$ cat src/rtl/seg_scan_decoder.sv
// seg_scan_decoder: receive side of the multiplexed 7-segment bus.
// Watches {seg,dig}, waits for each scan step to be stable for STABLE_CYC samples,
// then decodes the segment pattern back to a 4-bit code stored per digit slot.
// Optional feature macro: SEG_SCAN_HEX_EN (also decode hex letters A..F as codes 10..15).
module seg_scan_decoder #(
    parameter int unsigned NUM_DIG    = 8,
    parameter int unsigned STABLE_CYC = 4,
    parameter int unsigned IDX_W      = 3
) (
    input  logic                   clk,
    input  logic                   rst,
    input  logic [7:0]             seg,
    input  logic [NUM_DIG-1:0]     dig,
    output logic [4*NUM_DIG-1:0]   val,
    output logic [NUM_DIG-1:0]     blank,
    output logic [NUM_DIG-1:0]     dp_out,
    output logic                   upd,
    output logic [IDX_W-1:0]       upd_idx,
    output logic                   err,
    output logic [1:0]             err_code
);

    localparam int unsigned SMP_W = 8 + NUM_DIG;
    localparam int unsigned CNT_W = (STABLE_CYC > 1) ? $clog2(STABLE_CYC) : 1;
    localparam logic [CNT_W-1:0] CNT_LAST = CNT_W'(STABLE_CYC - 1);
    localparam logic [CNT_W-1:0] CNT_MAX  = '1;

    typedef enum logic {StWait, StHold} state_e;

    // Returns {hit, code} for a seg[7:1] pattern; dp is not part of the match.
    function automatic logic [4:0] decode_seg(input logic [6:0] p);
        logic [4:0] r;
        r = 5'b0_0000;
        case (p)
            7'b1111110: r = 5'b1_0000;
            7'b0110000: r = 5'b1_0001;
            7'b1101101: r = 5'b1_0010;
            7'b1111001: r = 5'b1_0011;
            7'b0110011: r = 5'b1_0100;
            7'b1011011: r = 5'b1_0101;
            7'b1011111: r = 5'b1_0110;
            7'b1110000: r = 5'b1_0111;
            7'b1111111: r = 5'b1_1000;
            7'b1111011: r = 5'b1_1001;
`ifdef SEG_SCAN_HEX_EN
            7'b1110111: r = 5'b1_1010;
            7'b0011111: r = 5'b1_1011;
            7'b1001110: r = 5'b1_1100;
            7'b0111101: r = 5'b1_1101;
            7'b1001111: r = 5'b1_1110;
            7'b1000111: r = 5'b1_1111;
`endif
            default:    r = 5'b0_0000;
        endcase
        return r;
    endfunction

    state_e               state_q, state_d;
    logic [CNT_W-1:0]     cnt_q, cnt_d;
    logic [SMP_W-1:0]     smp_q;
    logic [4*NUM_DIG-1:0] val_q, val_d;
    logic [NUM_DIG-1:0]   blank_q, blank_d;
    logic [NUM_DIG-1:0]   dp_q, dp_d;
    logic                 upd_q, err_q;
    logic [IDX_W-1:0]     upd_idx_q, upd_idx_d;
    logic [1:0]           err_code_q, err_code_d;

    logic                 same;
    logic                 step;
    logic [7:0]           seg_s;
    logic [NUM_DIG-1:0]   dig_s;
    int unsigned          n_zero;
    logic [IDX_W-1:0]     hit_idx;
    logic [4:0]           dec;
    logic                 wr_en;
    logic                 err_en;
    logic [3:0]           wr_code;
    logic                 wr_blank;

    assign same  = ({seg, dig} == smp_q);
    assign seg_s = smp_q[SMP_W-1 -: 8];
    assign dig_s = smp_q[NUM_DIG-1:0];

    // Stability counter and WAIT/HOLD sequencing; step fires once per stable period.
    always_comb begin
        state_d = state_q;
        cnt_d   = cnt_q;
        step    = 1'b0;
        if (!same) begin
            state_d = StWait;
            cnt_d   = '0;
        end else begin
            if (cnt_q != CNT_MAX) cnt_d = cnt_q + 1'b1;
            if (state_q == StWait && cnt_q == CNT_LAST) begin
                step    = 1'b1;
                state_d = StHold;
            end
        end
    end

    // Classify the stable step: which digit is selected and what the segments mean.
    always_comb begin
        n_zero     = 0;
        hit_idx    = '0;
        dec        = decode_seg(seg_s[7:1]);
        wr_en      = 1'b0;
        err_en     = 1'b0;
        err_code_d = 2'b00;
        wr_code    = 4'h0;
        wr_blank   = 1'b0;
        for (int i = 0; i < NUM_DIG; i++) begin
            if (!dig_s[i]) begin
                n_zero  = n_zero + 1;
                hit_idx = IDX_W'(i);
            end
        end
        if (step && n_zero > 1) begin
            err_en     = 1'b1;
            err_code_d = 2'b10;
        end else if (step && n_zero == 1) begin
            if (seg_s[7:1] == 7'b0000000) begin
                wr_en    = 1'b1;
                wr_blank = 1'b1;
            end else if (dec[4]) begin
                wr_en   = 1'b1;
                wr_code = dec[3:0];
            end else begin
                err_en     = 1'b1;
                err_code_d = 2'b01;
            end
        end
    end

    // Register-file next state: only the selected slot changes on a write.
    always_comb begin
        val_d     = val_q;
        blank_d   = blank_q;
        dp_d      = dp_q;
        upd_idx_d = upd_idx_q;
        if (wr_en) upd_idx_d = hit_idx;
        for (int i = 0; i < NUM_DIG; i++) begin
            if (wr_en && hit_idx == IDX_W'(i)) begin
                val_d[4*i +: 4] = wr_code;
                blank_d[i]      = wr_blank;
                dp_d[i]         = seg_s[0];
            end
        end
    end

    // All state and registered outputs.
    always_ff @(posedge clk or negedge rst) begin
        if (!rst) begin
            state_q    <= StWait;
            cnt_q      <= '0;
            smp_q      <= '0;
            val_q      <= '0;
            blank_q    <= '1;
            dp_q       <= '0;
            upd_q      <= 1'b0;
            upd_idx_q  <= '0;
            err_q      <= 1'b0;
            err_code_q <= 2'b00;
        end else begin
            state_q    <= state_d;
            cnt_q      <= cnt_d;
            smp_q      <= {seg, dig};
            val_q      <= val_d;
            blank_q    <= blank_d;
            dp_q       <= dp_d;
            upd_q      <= wr_en;
            upd_idx_q  <= upd_idx_d;
            err_q      <= err_en;
            err_code_q <= err_code_d;
        end
    end

    assign val      = val_q;
    assign blank    = blank_q;
    assign dp_out   = dp_q;
    assign upd      = upd_q;
    assign upd_idx  = upd_idx_q;
    assign err      = err_q;
    assign err_code = err_code_q;

endmodule

$ cat config.mk
export PLATFORM = sky130hd
export DESIGN_NAME = seg_scan_decoder
export DESIGN_NICKNAME = d
export VERILOG_FILES = /design/src/rtl/seg_scan_decoder.sv
export SDC_FILE = /design/constraint.sdc
export NUM_CORES = 1
export LEC_CHECK = 0
export CAP_MARGIN = 20
export CORE_MARGIN = 2
export CORE_UTILIZATION = 50
export DETAILED_ROUTE_END_ITERATION = 12
export PLACE_DENSITY = 0.79
export SLEW_MARGIN = 20
export SYNTH_ARGS = -nofsm -noshare
export SYNTH_HDL_FRONTEND = slang
export SYNTH_SLANG_ARGS = --single-unit
$ cat constraint.sdc
create_clock -name clk -period 6 [get_ports clk]
set_clock_uncertainty 0.15 [all_clocks]
set_input_delay 1.2 -clock clk [delete_from_list [all_inputs] [get_ports clk]]
set_output_delay 1.2 -clock clk [all_outputs]
set_load 0.01 [all_outputs]
==> results of run 1 <==
==> repair_timing <==
item / CTS / global route
endpoints found under the setup margin: 0 / 14
gates resized for setup: 0 / 1
hold buffers: 0 / 0
==> registers in the layout, summed over array words and instances (netlist names) <==
register  count
smp_q        16
err_code      2
upd_idx       3
state_q       1
dp_out        8
cnt_q         2
err           1
blank         8
val          32
upd           1
==> power groups by stage <==
stage               Clock (W)  Combinational, W  Sequential [W]
floorplan                   0          0.000176        0.000517
CTS                  0.000432          0.000215        0.000520
global route         0.000454          0.000240        0.000522
global placement            0          0.000208        0.000529
detailed placement          0          0.000214        0.000530
finish               0.000424          0.000214        0.000520
==> critical path, delay by kind of cell, from the launching register on <==
family,cells,cell delay [ns]
AOI/OAI and AO/OA,4,0.70
xor gates and xnor gates,1,0.12
adders and majority gates,5,1.62
buffers and inverters,2,0.16
DFF,1,0.41
muxes,3,0.89
and+or+nand+nor,6,1.35
==> through the flow <==
stage	worst slack, ns	instances	hold slack (ns)
after floorplan	1.00	365	0.307
after global placement	0.557	523	0.314
after detailed placement	0.363	523	0.320
after CTS	0.352	539	0.332
after global routing	0.117	539	0.346
final	0.503	539	0.327
==> kinds of logic (layout without fill, tap and decap cells) <==
| family | after synthesis | after routing | share of synthesized area |
|---|---|---|---|
| multiplexers | 59 | 59 | 0.157 |
| XOR/XNOR | 30 | 30 | 0.0740 |
| flip-flops | 74 | 74 | 0.449 |
| AO/OA/AOI/OAI | 35 | 35 | 0.0637 |
| adder cells (fa/ha/maj) | 9 | 9 | 0.0272 |
| buffers and inverters | 55 | 124 | 0.0544 |
| AND/OR/NAND/NOR | 103 | 103 | 0.174 |
==> layout by cell type, fill, tap and decap left out, types with 8 or more instances in the layout <==
cell type,instances
mux2_2,23
mux2i_1,28
dfstp_2,8
ha_1,9
inv_1,35
dfrtp_1,66
nor2_1,14
clkdlybuf4s50_1,71
clkbuf_8,10
nand2_1,19
xor2_1,19
==> per-layer routing <==
metal,track usage,part of all wire
met5,0,0
met4,0.0592,0.0085
met3,0.0403,0.037
met2,0.359,0.50
met1,0.279,0.45
==> final timing paths <==
| check | to | slack [ns] | depth (start not counted) |
|---|---|---|---|
| worst max-delay path | val[13] | 0.50 | 21 |
| worst min-delay path | blank[7] | 0.33 | 2 |
| worst max register to register | val[13] | 0.50 | 21 |
| worst min register to register | blank[7] | 0.33 | 2 |
| max in group asynchronous | smp_q[0] | 4.19 | 2 |
| min in group asynchronous | val[3] | 0.90 | 2 |
==> layout make-up <==
cell class / instances / area [um^2]
Clock buffer: 11 / 141
Multi-Input combinational cell: 236 / 2060
Timing Repair Buffer: 73 / 723
Tap cell: 105 / 131
Fill cell: 655 / 3010
Inverter: 35 / 131
Clock inverter: 5 / 78.8
Sequential cell: 74 / 1860
==> results.cfg, run 1 <==
[cells_and_area]
layout-drive-gt1-share = 0.159
syn_to_final_growth_pct = 23.7
fin_area_mm2 = 0.00512
n_antenna_cell = 0
final_nets = 456
final_util = 0.630

[synth]
synth_area_per_cell_um2 = 11.3
syn_inst = 365
synth-edff-count = 0
synth_fp_nets = 392
ys_warn_count = 0
syn_area_mm2 = 0.00414
synth_cell_types = 67
yosysTopAreaCell = dfrtp_1
yosysSeqAreaShare = 0.449
synthTopCellsByArea = dfrtp_1, mux2i_1, mux2_2, dfstp_2, xor2_1
synth_top_area_frac = 0.399
async_flop_share = 1.00
ys_seq_elements = 74
synth_flop_cell = dfrtp_1
synth_top_cells_by_count = dfrtp_1, inv_1, mux2i_1
yosysMostFrequentCell = dfrtp_1

[floorplan]
die_w_um = 95.0
start_util = 0.509
die-area_mm2 = 0.00903
fp.coreArea_mm2 = 0.00813
io_pins = 73
die_y_um = 95.0
rows = 33

[routing]
drt-total-wl_um = 8900
drtPass1Iterations = 4
drc = 0
drtIter0Drc = 185
vias = 2937
antenna_left = 0
drt-wirelength-per-cell_um = 16.5
via_per_inst = 5.45

[cts]
cts_tree = yes
clkTransAtPathRegs_ns = 0.08
numCtsBuffers = 9
cts_root_buffer = clkbuf_8
clock-sinks = 74
post_cts_buffers = 0
cts_buffer_depth = 2
cts-htree-levels = 3
clock_latency_ns = 0.34

[placement]
placed_area_mm2 = 0.00490
hpwl_um = 6840
portBuffers = 72
place_congestion = 0.849

[power]
p_switching_w = 0.000321
combPwrFrac = 0.185
p_leak_nw = 2.49
p_seq_frac = 0.449
swShare = 0.278
clkPwrFrac = 0.366
power.total_w = 0.00116
power.internal_w = 0.000837
vdd_drop_max_mv = 0.196
powerDensity_mw_per_mm2 = 226

[critical_path]
crit_required_ns = 6.08
cpMostUsedCell = ha_1
worstSetupPathType = reg2reg
worstPathArrival_ns = 5.57
crit_chain = inv_1 > ha_1 > xnor2_1 > o21a_1 > ha_1 > inv_1 > o32a_1 > nand2_1 > ha_1 > nor2b_1 > a21o_1 > ha_1 > mux2_2 > ha_1 > nor2b_1 > and2_1 > o21ai_0 > mux2_2 > nand4_4 > and4bb_1 > mux2_2
crit_start = smp_q[1]
endpoint_kind = flop
r2r_start = smp_q[1]
critPathSlowestCell = and4bb_1
crit_fanout = 11
cp-start-kind = flop
cpPeakStageDelay_ns = 0.53

[sta]
hold_viol = 0
min_period_ns = 5.50
setup_viol = 0
relSlewSlack = 0.394
rsz0062_at_grt = no
finalCritPeriodShare = 0.916
setup-tns-final_ns = 0
max_freq_mhz = 182
slew_violations = 0
worstMarginPinSlew_ns = 0.909

[global_routing]
grtUsageTotal = 0.212
antenna_found_initial = 0
grt_pass1_vias = 2904
grt_max_degree = 75
grt_pass1_wl_um = 14600
grt-ovfl-total = 0

[run]
cap_violations = 0

[worst_hold_path]
hold_path_class = reg2reg
min_from = blank[7]

[status]
status = finished clean
Power figures use the tool's default switching activity.
==> inputs of run 2 (changes only) <==
--- a/config.mk
+++ b/config.mk
@@ -5,7 +5,6 @@
 export SDC_FILE = /design/constraint.sdc
 export NUM_CORES = 1
 export LEC_CHECK = 0
-export CAP_MARGIN = 20
 export CORE_MARGIN = 2
 export CORE_UTILIZATION = 50
 export DETAILED_ROUTE_END_ITERATION = 12
==> results of run 2 <==
Same layout as run 1: the final DEF is identical, and so are final timing and power.
